<file path="src/rtl/semafor_multi.sv">
// semafor_multi: round-robin traffic light for N_DIR vehicle phases with a
// pedestrian phase and a night flashing-yellow mode.
module semafor_multi #(
  parameter int N_DIR    = 2,
  parameter int CNT_W    = 8,
  parameter int T_GREEN  = 20,
  parameter int T_YELLOW = 4,
  parameter int T_ALLRED = 2,
  parameter int T_PED    = 10,
  parameter int T_FLASH  = 8
) (
  input  logic                       clk,
  input  logic                       rst,
  input  logic                       ped_req,
  input  logic                       night,
  output logic [N_DIR-1:0]           red,
  output logic [N_DIR-1:0]           yellow,
  output logic [N_DIR-1:0]           green,
  output logic                       walk,
  output logic [$clog2(N_DIR)-1:0]   phase
);
  localparam int PW = $clog2(N_DIR);
  localparam logic [PW-1:0]    LAST = PW'(N_DIR - 1);
  localparam logic [CNT_W-1:0] LD_G = CNT_W'(T_GREEN - 1);
  localparam logic [CNT_W-1:0] LD_Y = CNT_W'(T_YELLOW - 1);
  localparam logic [CNT_W-1:0] LD_A = CNT_W'(T_ALLRED - 1);
  localparam logic [CNT_W-1:0] LD_P = CNT_W'(T_PED - 1);
  localparam logic [CNT_W-1:0] LD_F = CNT_W'(T_FLASH - 1);
  typedef enum logic [2:0] {ALLRED, GREEN, YELLOW, PED, FLASH} state_t;
  state_t           state, state_n;
  logic [CNT_W-1:0] timer, timer_n;
  logic [PW-1:0]    phase_n, phase_inc;
  logic             ped_pend, ped_pend_n, flash_on, flash_on_n, expired;
  logic [N_DIR-1:0] onehot;
  assign expired   = timer == '0;
  assign phase_inc = phase == LAST ? '0 : phase + PW'(1);
  assign onehot    = N_DIR'(1) << phase;
  always_ff @(posedge clk or posedge rst) begin
    if (rst) begin
      state    <= ALLRED;
      timer    <= LD_A;
      phase    <= LAST;
      ped_pend <= 1'b0;
      flash_on <= 1'b0;
    end else begin
      state    <= state_n;
      timer    <= timer_n;
      phase    <= phase_n;
      ped_pend <= ped_pend_n;
      flash_on <= flash_on_n;
    end
  end
  always_comb begin
    state_n    = state;
    timer_n    = timer - CNT_W'(1);
    phase_n    = phase;
    flash_on_n = flash_on;
    if (expired) begin
      case (state)
        GREEN: begin
          state_n = YELLOW;
          timer_n = LD_Y;
        end
        YELLOW: begin
          state_n = ALLRED;
          timer_n = LD_A;
        end
        ALLRED: begin
          if (night) begin
            state_n    = FLASH;
            timer_n    = LD_F;
            flash_on_n = 1'b1;
          end else if (ped_pend) begin
            state_n = PED;
            timer_n = LD_P;
          end else begin
            state_n = GREEN;
            timer_n = LD_G;
            phase_n = phase_inc;
          end
        end
        PED: begin
          state_n = GREEN;
          timer_n = LD_G;
          phase_n = phase_inc;
        end
        FLASH: begin
          timer_n = night ? LD_F : LD_A;
          state_n = night ? FLASH : ALLRED;
          phase_n = night ? phase : LAST;
          flash_on_n = night ? ~flash_on : flash_on;
        end
        default: begin
          state_n = ALLRED;
          timer_n = LD_A;
        end
      endcase
    end
    // the press that is served by the PED phase now starting is consumed here
    ped_pend_n = (state_n == PED && state != PED) ? 1'b0 :
                 (ped_req && state != PED)        ? 1'b1 : ped_pend;
  end
  always_comb begin
    red    = (state == GREEN || state == YELLOW) ? ~onehot : state == FLASH ? '0 : '1;
    yellow = state == YELLOW ? onehot : (state == FLASH && flash_on) ? '1 : '0;
    green  = state == GREEN ? onehot : '0;
    walk   = state == PED;
  end
endmodule

</file>
<file path="config.mk">
export PLATFORM = sky130hd
export DESIGN_NAME = semafor_multi
export DESIGN_NICKNAME = d
export VERILOG_FILES = /design/src/rtl/semafor_multi.sv
export SDC_FILE = /design/constraint.sdc
export NUM_CORES = 1
export LEC_CHECK = 0
export ABC_AREA = 1
export BUFFER_PORTS_ARGS = -buffer_cell sky130_fd_sc_hd__buf_4
export CAP_MARGIN = 25
export CORE_MARGIN = 2
export CORE_UTILIZATION = 25
export DETAILED_ROUTE_END_ITERATION = 6
export HOLD_SLACK_MARGIN = 0.08
export SETUP_SLACK_MARGIN = 0.4
export SLEW_MARGIN = 25
export SYNTH_ARGS = -nofsm -noshare
export SYNTH_HDL_FRONTEND = slang
export SYNTH_SLANG_ARGS = --single-unit
</file>
<file path="constraint.sdc">
create_clock -name clk -period 2.05 [get_ports clk]
set_clock_uncertainty 0.2 [all_clocks]
set_input_delay 0.3075 -clock clk [delete_from_list [all_inputs] [get_ports clk]]
set_output_delay 0.3075 -clock clk [all_outputs]
set_load 0.005 [all_outputs]
</file>
==> results of run 1 <==
## path summary, 6_finish.rpt
check / from / end / slack, ns
worst min-delay path: ped_req / ped_pend$_DFFE_PP0P_ / 0.11
worst max-delay path: state[0]$_DFF_PP0_ / red[0] / 0.19
worst max register to register: timer[1]$_DFF_PP0_ / flash_on$_DFFE_PP0P_ / 0.33
max in group asynchronous: rst / state[2]$_DFF_PP0_ / 0.83
min in group asynchronous: rst / timer[2]$_DFF_PP0_ / 0.42
worst min register to register: timer[0]$_DFF_PP1_ / timer[0]$_DFF_PP1_ / 0.27
## flip-flops by register name, indices dropped and copies added, names as in the netlist
name      flops
timer         8
flash_on      1
ped_pend      1
phase         1
state         3
## area by class of cell
cell class	count	area [um2]	area share (%)
clock buffers	4	36.3	2.85
inverters	16	62.6	4.92
multi-input cells	80	517	40.6
flip-flops and latches	14	354	27.9
well taps	44	55.1	4.33
repair buffers	31	246	19.4
## repair_timing
action | 4_1_cts | 5_1_grt
gates resized for setup | 29 | 23
endpoints found under the hold margin | 12 | 0
endpoints found under the setup margin | 11 | 12
hold buffers | 1 | 0
setup buffers | 13 | 6
pin swaps | 8 | 10
## cell families after synthesis
family	Yosys count	share of synthesized area [%]
muxes	2	2.57
xor gates and xnor gates	1	1.06
AOI/OAI and AO/OA	19	12.3
buffers and inverters	17	8.62
adders and majority gates	2	3.03
DFF	14	42.7
and+or+nand+nor	56	29.8
## placed cells by master, fill, tap and decap left out, types with 2 or more instances in the layout
master    synthesis  final
buf_6             1      3
nor3_1            3      3
nand3_2           1      2
nor2_2            2      7
clkbuf_4          0      3
dfstp_2           2      2
nand2_1          25     15
nor2_1           18     10
inv_1            16      8
nand2_2           3      8
o21ai_0          15      8
inv_2             0      7
o21ai_1           0      6
buf_4             0     27
o21ai_2           1      2
nor2_4            1      4
nand2_4           0      5
dfrtp_1          12     11
## power by group through the flow
stage	Combinational (mW)	Sequential [mW]	Clock [mW]
6_report	0.934	0.511	0.209
3_5_place_dp	0.596	0.491	0
4_1_cts	0.827	0.492	0.214
3_3_place_gp	0.592	0.487	0
5_1_grt	1.02	0.525	0.227
2_1_floorplan	0.396	0.465	0
## per-layer routing
layer,vias up,global-route usage [%],share of wire (%),wire length [um]
met5,-,0,0,0
met4,0,6.38,1.6,37
met3,7,4.20,3.3,76
met2,17,23.0,56,1280
met1,408,14.8,39,876
li1,415,-,-,-
## per-stage QoR
step           std cells  util (%)  setup WS (ns)  cell area [um2]
4_1_cts              183      37.2          0.202             1150
3_3_place_gp         165      30.7          0.276              953
6_report             189      41.0          0.191             1270
2_1_floorplan        111         -          0.424              827
3_5_place_dp         165      30.7          0.256              953
5_1_grt              189      41.0          0.107             1270
## worst max-delay path: cells and delay by family (launching register included)
family / cells / cell delay, ns
DFF: 1 / 0.42
AOI/OAI and AO/OA: 2 / 0.13
buffers and inverters: 3 / 0.31
and+or+nand+nor: 2 / 0.20
==> results.md, run 1 <==
* Status: completed
* Total number of vias at roughly 850
* Syn nets at 117
* DP Wirelength at 1.40 mm
* Synth Cell Area at 827 um2
* Yosys top cell by area: dfrtp_1
* Share of Yosys cell area claimed by the top area cell type at 36.3%
* Final Max Slew Viols at 0
* CP required at 1.54 ns
* FF-to-FF path depth at 6
* Pwr Total at ~1.7 mW
* Min Hold Slack at about 0.11 ns
* Netlist cell types at 21
* TritonCTS Buffers at 3
* Clock power share at roughly an eighth
* Post-synth EDFFs at 0
* Logic pwr share at 56.5%
* CTS tree: done
* Full die area at roughly 3800 um2
* CP cell instances: inv_2, nand3_2, nand2_2, inv_2, o21ai_2, o21ai_1, buf_4
* Diode count at 0
* Clk sinks at 14
* Worst-Skew Late Latency at 0.29 ns
* Worst setup SP type: flip-flop
* RSZ-0062 raised after global routing: yes
* Final net count at 152
* Root Buffer: clkbuf_4
* Initial Utilization at between 20% and 30%
* CTS max path bufs at 2
* Sw Share at 43.4%
* Min-Delay Path Class: in -> reg
* CTS clock-pin slew for the worst setup and hold paths at 0.09 ns
* # DRC at 0
* Port Buf Inserts at 11
* Initial antenna violation count at 0
* Synthesized instance count at 111
* Setup CP Type: reg -> out
* Slew headroom at 62.9%
* Achievable Freq at 538 MHz
* Tot GR Track Use at around an eighth
* Area Overhead vs Synth at 53.7%
* Most frequent CP cell: inv_2
* Tmin final at 1.86 ns
* Area contributors post-synth: dfrtp_1 (36%), nand2_1 (11%), o21ai_0 (9.1%), nor2_1 (8.2%), inv_1 (7.3%)
* Setup TNS at 0 ns
* Max stage delay on crit path at 0.42 ns
* Post-Syn Area per Cell at ~7.5 um2
* Drt total wl at between 2 and 2.5 mm
* Register area share after synthesis at between 40% and 50%
* Largest net degree at the start of global routing at 15
* Die Span Y at 61.5 um
* Vias in the first global route at between 800 and 900
* Die X at 61.5 um
* PD cells at 1300 nW/um2
* Leakage at 0.641 nW
* Synthesized flop and latch total at 14
* DR pass1 iterations at 4
* First DRT Iteration DRCs at 8
* Sequential power share at between 30% and 40%
* P_sw at 718 uW
* Fillers at approximately 330
* Number of routed nets with antenna violations at 0
* Post-synth ARST share at 100%
* IO Pins at 12
* Worst path arrival time at about 1.4 ns
* CORE AREA at 3100 um2
* CP max-delay cell: dfrtp_1
* H-Tree Depth at 1
* Synth top cells by count: nand2_1 (25), nor2_1 (18), inv_1 (16), o21ai_0 (15), dfrtp_1 (12)
* Final Wtd Congestion at 0.859
* First-pass GRT wire length at about 3.7 mm
* Cell with the most instances after synthesis: nand2_1
* Commonest register cell after synthesis: dfrtp_1
* Yosys warnings at 0
* CP max FO at 3
* Hold Path Depth at 5
* Grt ovf at 0
* Final setup fails at 0
* Hold Fails Final Rpt at 0
* Drt wl/cell at 12.0 um
* MaxCap Viol Count at 0
* CP Capture Type: output pin
* Peak VDD IR at roughly 570 uV
* Final Cycle Share at 90.7%
* # rows at 20
* Share of cells above drive strength 1 at 52.4%
* Via density at 4.48
* Worst Tran Pin Value at 0.557 ns
* Internal Power at ~940 uW
Note: power is estimated with default switching activity, not from simulation.
==> run 2: changes to the inputs <==
Settings changed: CELL_PAD_IN_SITES_DETAIL_PLACEMENT set to 0, CELL_PAD_IN_SITES_GLOBAL_PLACEMENT set to 1, PLACE_DENSITY_LB_ADDON set to 0.1.
==> results.md, run 2 (synthesis results as in run 1) <==
* IO Pins at 12 (unchanged)
* DR pass1 iterations at 4 (unchanged)
* Critical path origin: state[2]$_DFF_PP0_ (was state[0]$_DFF_PP0_)
* DP Wirelength at 1.46 mm (was 1.40 mm)
* Total number of vias at 795 (was 847)
* Status: completed (unchanged)
* Port Buf Inserts at 11 (unchanged)
* Final setup fails at 0 (unchanged)
* Achievable Freq at 550 MHz (was 538 MHz)
* Largest net degree at the start of global routing at 15 (unchanged)
* # DRC at 0 (unchanged)
* Hold Fails Final Rpt at 0 (unchanged)
* Commonest non-fill, non-tap cell in the layout: buf_4 (unchanged)
* Diode count at 0 (unchanged)
* Final Max Slew Viols at 0 (unchanged)
* Peak VDD IR at 580 uV (was 572 uV)
* # rows at 20 (unchanged)
* Grt ovf at 0 (unchanged)
* Full die area at 3780 um2 (unchanged)
* Number of routed nets with antenna violations at 0 (unchanged)
* Setup CP Type: reg -> out (unchanged)
* Setup TNS at 0 ns (unchanged)
* Initial Utilization at 26.7% (unchanged)
* Worst Tran Pin Value at 0.552 ns (was 0.557 ns)
* Tot GR Track Use at 12.1% (was 13.3%)
* Worst path arrival time at 1.31 ns (was 1.35 ns)
* CP required at 1.54 ns (about the same)
* Final Wtd Congestion at 0.747 (was 0.859)
* First-pass GRT wire length at 3.28 mm (was 3.66 mm)
* Die Span Y at 61.5 um (unchanged)
* Fin cells at 186 (was 189)
* CTS clock-pin slew for the worst setup and hold paths at 0.08 ns (was 0.09 ns)
* CP Capture Type: output pin (unchanged)
* Worst setup SP type: flip-flop (unchanged)
* Inst Count DP at 165 (unchanged)
* CORE AREA at 3100 um2 (unchanged)
* Biggest regs: timer (8), state (3) (unchanged)
* Area Overhead vs Synth at 50.8% (was 53.7%)
* Root Buffer: clkbuf_4 (unchanged)
* Drt wl/cell at 11.2 um (was 12.0 um)
* Most frequent cells in the layout: buf_4 (26), nand2_1 (16), nor2_1 (11), dfrtp_1 (11), nand2_2 (9) (was buf_4 (27), nand2_1 (15), dfrtp_1 (11), nor2_1 (10))
* Final net count at 149 (was 152)
* Largest Register: timer (unchanged)
* Initial antenna violation count at 0 (unchanged)
* TritonCTS Buffers at 3 (unchanged)
* CTS max path bufs at 2 (unchanged)
* Reg2reg start: state[2]$_DFF_PP0_ (was timer[1]$_DFF_PP0_)
* CP max FO at 4 (was 3)
* PD cells at 1360 nW/um2 (was 1300 nW/um2)
* Vias in the first global route at 724 (was 874)
* Worst Min Path Start: ped_req (unchanged)
* Share of cells above drive strength 1 at 50.0% (was 52.4%)
* CTS tree: done (unchanged)
* Final Cycle Share at 88.6% (was 90.7%)
* Die X at 61.5 um (unchanged)
* Worst-Skew Late Latency at 0.28 ns (was 0.29 ns)
* Slew headroom at 63.1% (was 62.9%)
* RSZ-0062 raised after global routing: yes (unchanged)
* Min-Delay Path Class: in -> reg (unchanged)
* Max reg flops at 8 (unchanged)
* First DRT Iteration DRCs at 15 (was 8)
* Clk sinks at 14 (unchanged)
* Drt total wl at 2.09 mm (was 2.27 mm)
* Leakage at 0.600 nW (was 0.641 nW)
* Tmin final at 1.82 ns (was 1.86 ns)
* H-Tree Depth at 1 (unchanged)
* MaxCap Viol Count at 0 (unchanged)
* Via density at 4.27 (was 4.48)
-- run 2: changes by cell type in the layout (fill, tap and decap cells not counted), sizes merged --
cell,previous run,this run
buf,30,27
-- run 2: power by group --
part	internal [mW]	switching [mW]
Sequential	0.392	0.112
Combinational	0.473	0.527
Clock	0.108	0.0894
Total	0.973	0.728
-- run 2: layer usage --
metal / vias to the layer above / track usage, % / part of all wire, %
met5: - / 0 / 0
met4: 0 / 3.95 / 1.4
met3: 4 / 4.62 / 2.7
met2: 7 / 18.8 / 49
met1: 372 / 15.5 / 47
li1: 412 / - / -
-- run 2: final cells by class --
cell class	instances	area (um2)
Inverter	16	65.1
Sequential cell	14	354
Tap cell	44	55.1
Timing Repair Buffer	28	216
Fill cell	337	1860
Multi-Input combinational cell	80	520
Clock buffer	4	36.3
-- run 2: path summary, 6_finish.rpt --
kind	to	slack (ns)	depth (start not counted)
min in group asynchronous	flash_on$_DFFE_PP0P_	0.43	3
setup reg to reg	phase$_DFFE_PP1P_	0.43	9
hold / removal	ped_pend$_DFFE_PP0P_	0.12	5
setup / recovery	yellow[1]	0.23	5
max in group asynchronous	state[2]$_DFF_PP0_	0.81	3
hold reg to reg	timer[0]$_DFF_PP1_	0.29	1
-- run 2: metrics by stage --
step           util, %  instance area (um2)  worst slack [ns]  hold slack [ns]  total power, mW
2_1_floorplan        -                  827             0.424         -0.00471            0.861
3_3_place_gp      30.7                  953             0.237            0.212             1.10
3_5_place_dp      30.7                  953             0.220            0.196             1.09
4_1_cts           36.7                 1140             0.229            0.118             1.51
5_1_grt           40.2                 1250             0.148            0.139             1.83
6_report          40.2                 1250             0.233            0.115             1.70
-- run 2: critical path, stage by stage (launching register included) --
cell	delay [ns]
dfrtp_2	0.45
inv_2	0.12
nand3_4	0.08
buf_4	0.15
o21ai_1	0.12
buf_4	0.12
-- run 2: repair_timing --
action / 4_1_cts / 5_1_grt
buffers inserted: 10 / 6
endpoints found under the hold margin: 12 / 0
setup endpoints to repair: 10 / 12
resized for setup: 29 / 21
hold buffers: 1 / 0
gates cloned: 0 / 0
pin swaps: 11 / 17
==> run 3: changes to the inputs <==
==> constraint.sdc (replaced) <==
create_clock -name clk -period 2.05 [get_ports clk]
set_clock_uncertainty 0.2 [all_clocks]
set_input_delay 0 -clock clk [delete_from_list [all_inputs] [get_ports clk]]
set_output_delay 0 -clock clk [all_outputs]
set_load 0.005 [all_outputs]
==> results.md, run 3 (synthesis results as in run 1) <==
* Grt ovf at 0 (unchanged)
* Status: completed (unchanged)
* Most frequent cells in the layout: nand2_1 (20), buf_4 (17), nor2_1 (14), o21ai_0 (12), dfrtp_1 (11) (was buf_4 (26), nand2_1 (16), nor2_1 (11), dfrtp_1 (11), nand2_2 (9))
* Drt wl/cell at 10.9 um (was 11.2 um)
* CP cell instances: nor2_2, nand2_2, nor2_4, buf_6, nand2_2, o21ai_2, nand3_2, nand2_1, inv_1 (was inv_2, nand3_4, buf_4, o21ai_1, buf_4)
* Most frequent CP cell: nand2_2 (was buf_4)
* Slew headroom at 62.4% (was 63.1%)
* Number of routed nets with antenna violations at 0 (unchanged)
* CORE AREA at 3100 um2 (unchanged)
* Tot GR Track Use at 11.3% (was 12.1%)
* Port Buf Inserts at 11 (unchanged)
* Drt total wl at 1.95 mm (was 2.09 mm)
* Via density at 4.26 (was 4.27)
* Gr busiest metal: met2 (unchanged)
* Achievable Freq at 623 MHz (was 550 MHz)
* Initial antenna violation count at 0 (unchanged)
* CP required at 2.03 ns (was 1.54 ns)
* Tmin final at 1.60 ns (was 1.82 ns)
* Crit path max-delay family: simple AND/OR/NAND/NOR gates (was flip-flops)
* FF-to-FF path depth at 9 (unchanged)
* Initial Utilization at 26.7% (unchanged)
* Diode count at 0 (unchanged)
* Full die area at 3780 um2 (unchanged)
* DR pass1 iterations at 4 (unchanged)
* Final Util at 36.7% (was 40.2%)
* IO Pins at 12 (unchanged)
* Final Wtd Congestion at 0.747 (unchanged)
* Met2 Use GR at 17.3% (was 18.8%)
* Final Max Slew Viols at 0 (unchanged)
* Worst-Skew Late Latency at 0.28 ns (about the same)
* Die X at 61.5 um (unchanged)
* Post-DP Area at 953 um2 (unchanged)
* Largest net degree at the start of global routing at 15 (unchanged)
* Worst setup SP type: flip-flop (unchanged)
* PD cells at 1270 nW/um2 (was 1360 nW/um2)
* Final Cycle Share at 78.3% (was 88.6%)
* Design Area, Final at 1140 um2 (was 1250 um2)
* Levels on crit path at 9 (was 5)
* Hold Fails Final Rpt at 0 (unchanged)
* Max stage delay on crit path at 0.42 ns (was 0.45 ns)
* Die Span Y at 61.5 um (unchanged)
* Area Overhead vs Synth at 37.5% (was 50.8%)
* RSZ-0062 raised after global routing: yes (unchanged)
* # rows at 20 (unchanged)
* Worst path arrival time at 1.58 ns (was 1.31 ns)
* Largest Register: timer (unchanged)
* Min Hold Slack at 0.123 ns (was 0.115 ns)
* Worst Tran Pin Value at 0.564 ns (was 0.552 ns)
* Min-Delay Path Class: in -> async (was in -> reg)
* CTS clock-pin slew for the worst setup and hold paths at 0.09 ns (was 0.08 ns)
* Clk sinks at 14 (unchanged)
* Root Buffer: clkbuf_4 (unchanged)
* Peak VDD IR at 493 uV (was 580 uV)
* CP max FO at 7 (was 4)
* Fillers at 351 (was 337)
* First DRT Iteration DRCs at 19 (was 15)
* CTS tree: done (unchanged)
* Vias in the first global route at 669 (was 724)
* Setup CP Type: reg -> reg (was reg -> out)
* Pwr Total at 1.44 mW (was 1.70 mW)
* Leakage at 0.560 nW (was 0.600 nW)
* TritonCTS Buffers at 3 (unchanged)
* CP Capture Type: flip-flop (was output pin)
* Final setup fails at 0 (unchanged)
* Biggest regs: timer (8), state (3) (unchanged)
* Buf/Inv on CP at 2 (was 3)
* Share of cells above drive strength 1 at 38.5% (was 50.0%)
* Final net count at 142 (was 149)
* Setup TNS at 0 ns (unchanged)
* DP Wirelength at 1.46 mm (unchanged)
* First-pass GRT wire length at 3.05 mm (was 3.28 mm)
* Commonest non-fill, non-tap cell in the layout: nand2_1 (was buf_4)
* CP max-delay cell: dfrtp_1 (was dfrtp_2)
* H-Tree Depth at 1 (unchanged)
* MaxCap Viol Count at 0 (unchanged)
* Max reg flops at 8 (unchanged)
* Routing usage on met3 at 3.78% (was 4.62%)
* # DRC at 0 (unchanged)
* Total number of vias at 762 (was 795)
* CTS max path bufs at 2 (unchanged)
* Met1 GRT Util at 15.5% (unchanged)
## run 3: cell types whose count changed in the layout (fill, tap and decap cells not counted), moves of 2 or more
cell,previous run,this run
o21ai_1,5,2
o21ai_0,8,12
buf_4,26,17
nor2_4,6,2
nand2_2,9,7
nand2_1,16,20
nor2_1,11,14
dlygate4sd3_1,1,3
inv_1,8,10
nand2_4,3,1
## run 3: worst paths after layout
| check | from | end | slack (ns) |
|---|---|---|---|
| min in group clk | timer[0]$_DFF_PP1_ | timer[0]$_DFF_PP1_ | 0.27 |
| max in group asynchronous | rst | state[2]$_DFF_PP0_ | 1.11 |
| worst max register to register | timer[3]$_DFF_PP0_ | ped_pend$_DFFE_PP0P_ | 0.45 |
| worst max-delay path | timer[3]$_DFF_PP0_ | ped_pend$_DFFE_PP0P_ | 0.45 |
| worst min-delay path | rst | flash_on$_DFFE_PP0P_ | 0.12 |
| worst min register to register | timer[0]$_DFF_PP1_ | timer[0]$_DFF_PP1_ | 0.27 |
## run 3: power breakdown
group          leakage [nW]  switching [mW]  internal [mW]
sequential            0.162           0.108          0.391
combinational         0.377           0.407          0.334
clock                0.0210          0.0917          0.108
total                 0.560           0.606          0.833
## run 3: worst reg2reg max path: cells and delay by family (launching register included)
kind | cells | cell delay (ns)
buffers and inverters | 2 | 0.17
DFF | 1 | 0.42
and+or+nand+nor | 6 | 0.65
AOI/OAI and AO/OA | 1 | 0.07
## run 3: per-layer routing
layer | routed length (um) | part of all wire [%]
met3 | 55 | 2.8
met4 | 15 | 0.77
met2 | 936 | 48
met1 | 938 | 48
met5 | 0 | 0
## run 3: timing repair
| item | in CTS | in global routing |
|---|---|---|
| resized for setup | 9 | 19 |
| setup buffers | 4 | 3 |
| endpoints found under the hold margin | 22 | 0 |
| setup endpoints to repair | 5 | 9 |
| hold buffers | 3 | 0 |
| pin swaps | 5 | 9 |
## run 3: through the flow
stage                     std cells  setup slack, ns
after floorplan                 111            0.424
after global placement          165            0.237
after detailed placement        165            0.220
after CTS                       176            0.385
after global routing            179            0.340
final                           179            0.445
## run 3: cell type report
type | count | area, um2 | share of cell area, %
clock buffers | 4 | 36.3 | 3.19
inverters | 16 | 62.6 | 5.50
multi-input cells | 80 | 460 | 40.5
flip-flops and latches | 14 | 354 | 31.1
well taps | 44 | 55.1 | 4.84
repair buffers | 21 | 169 | 14.9
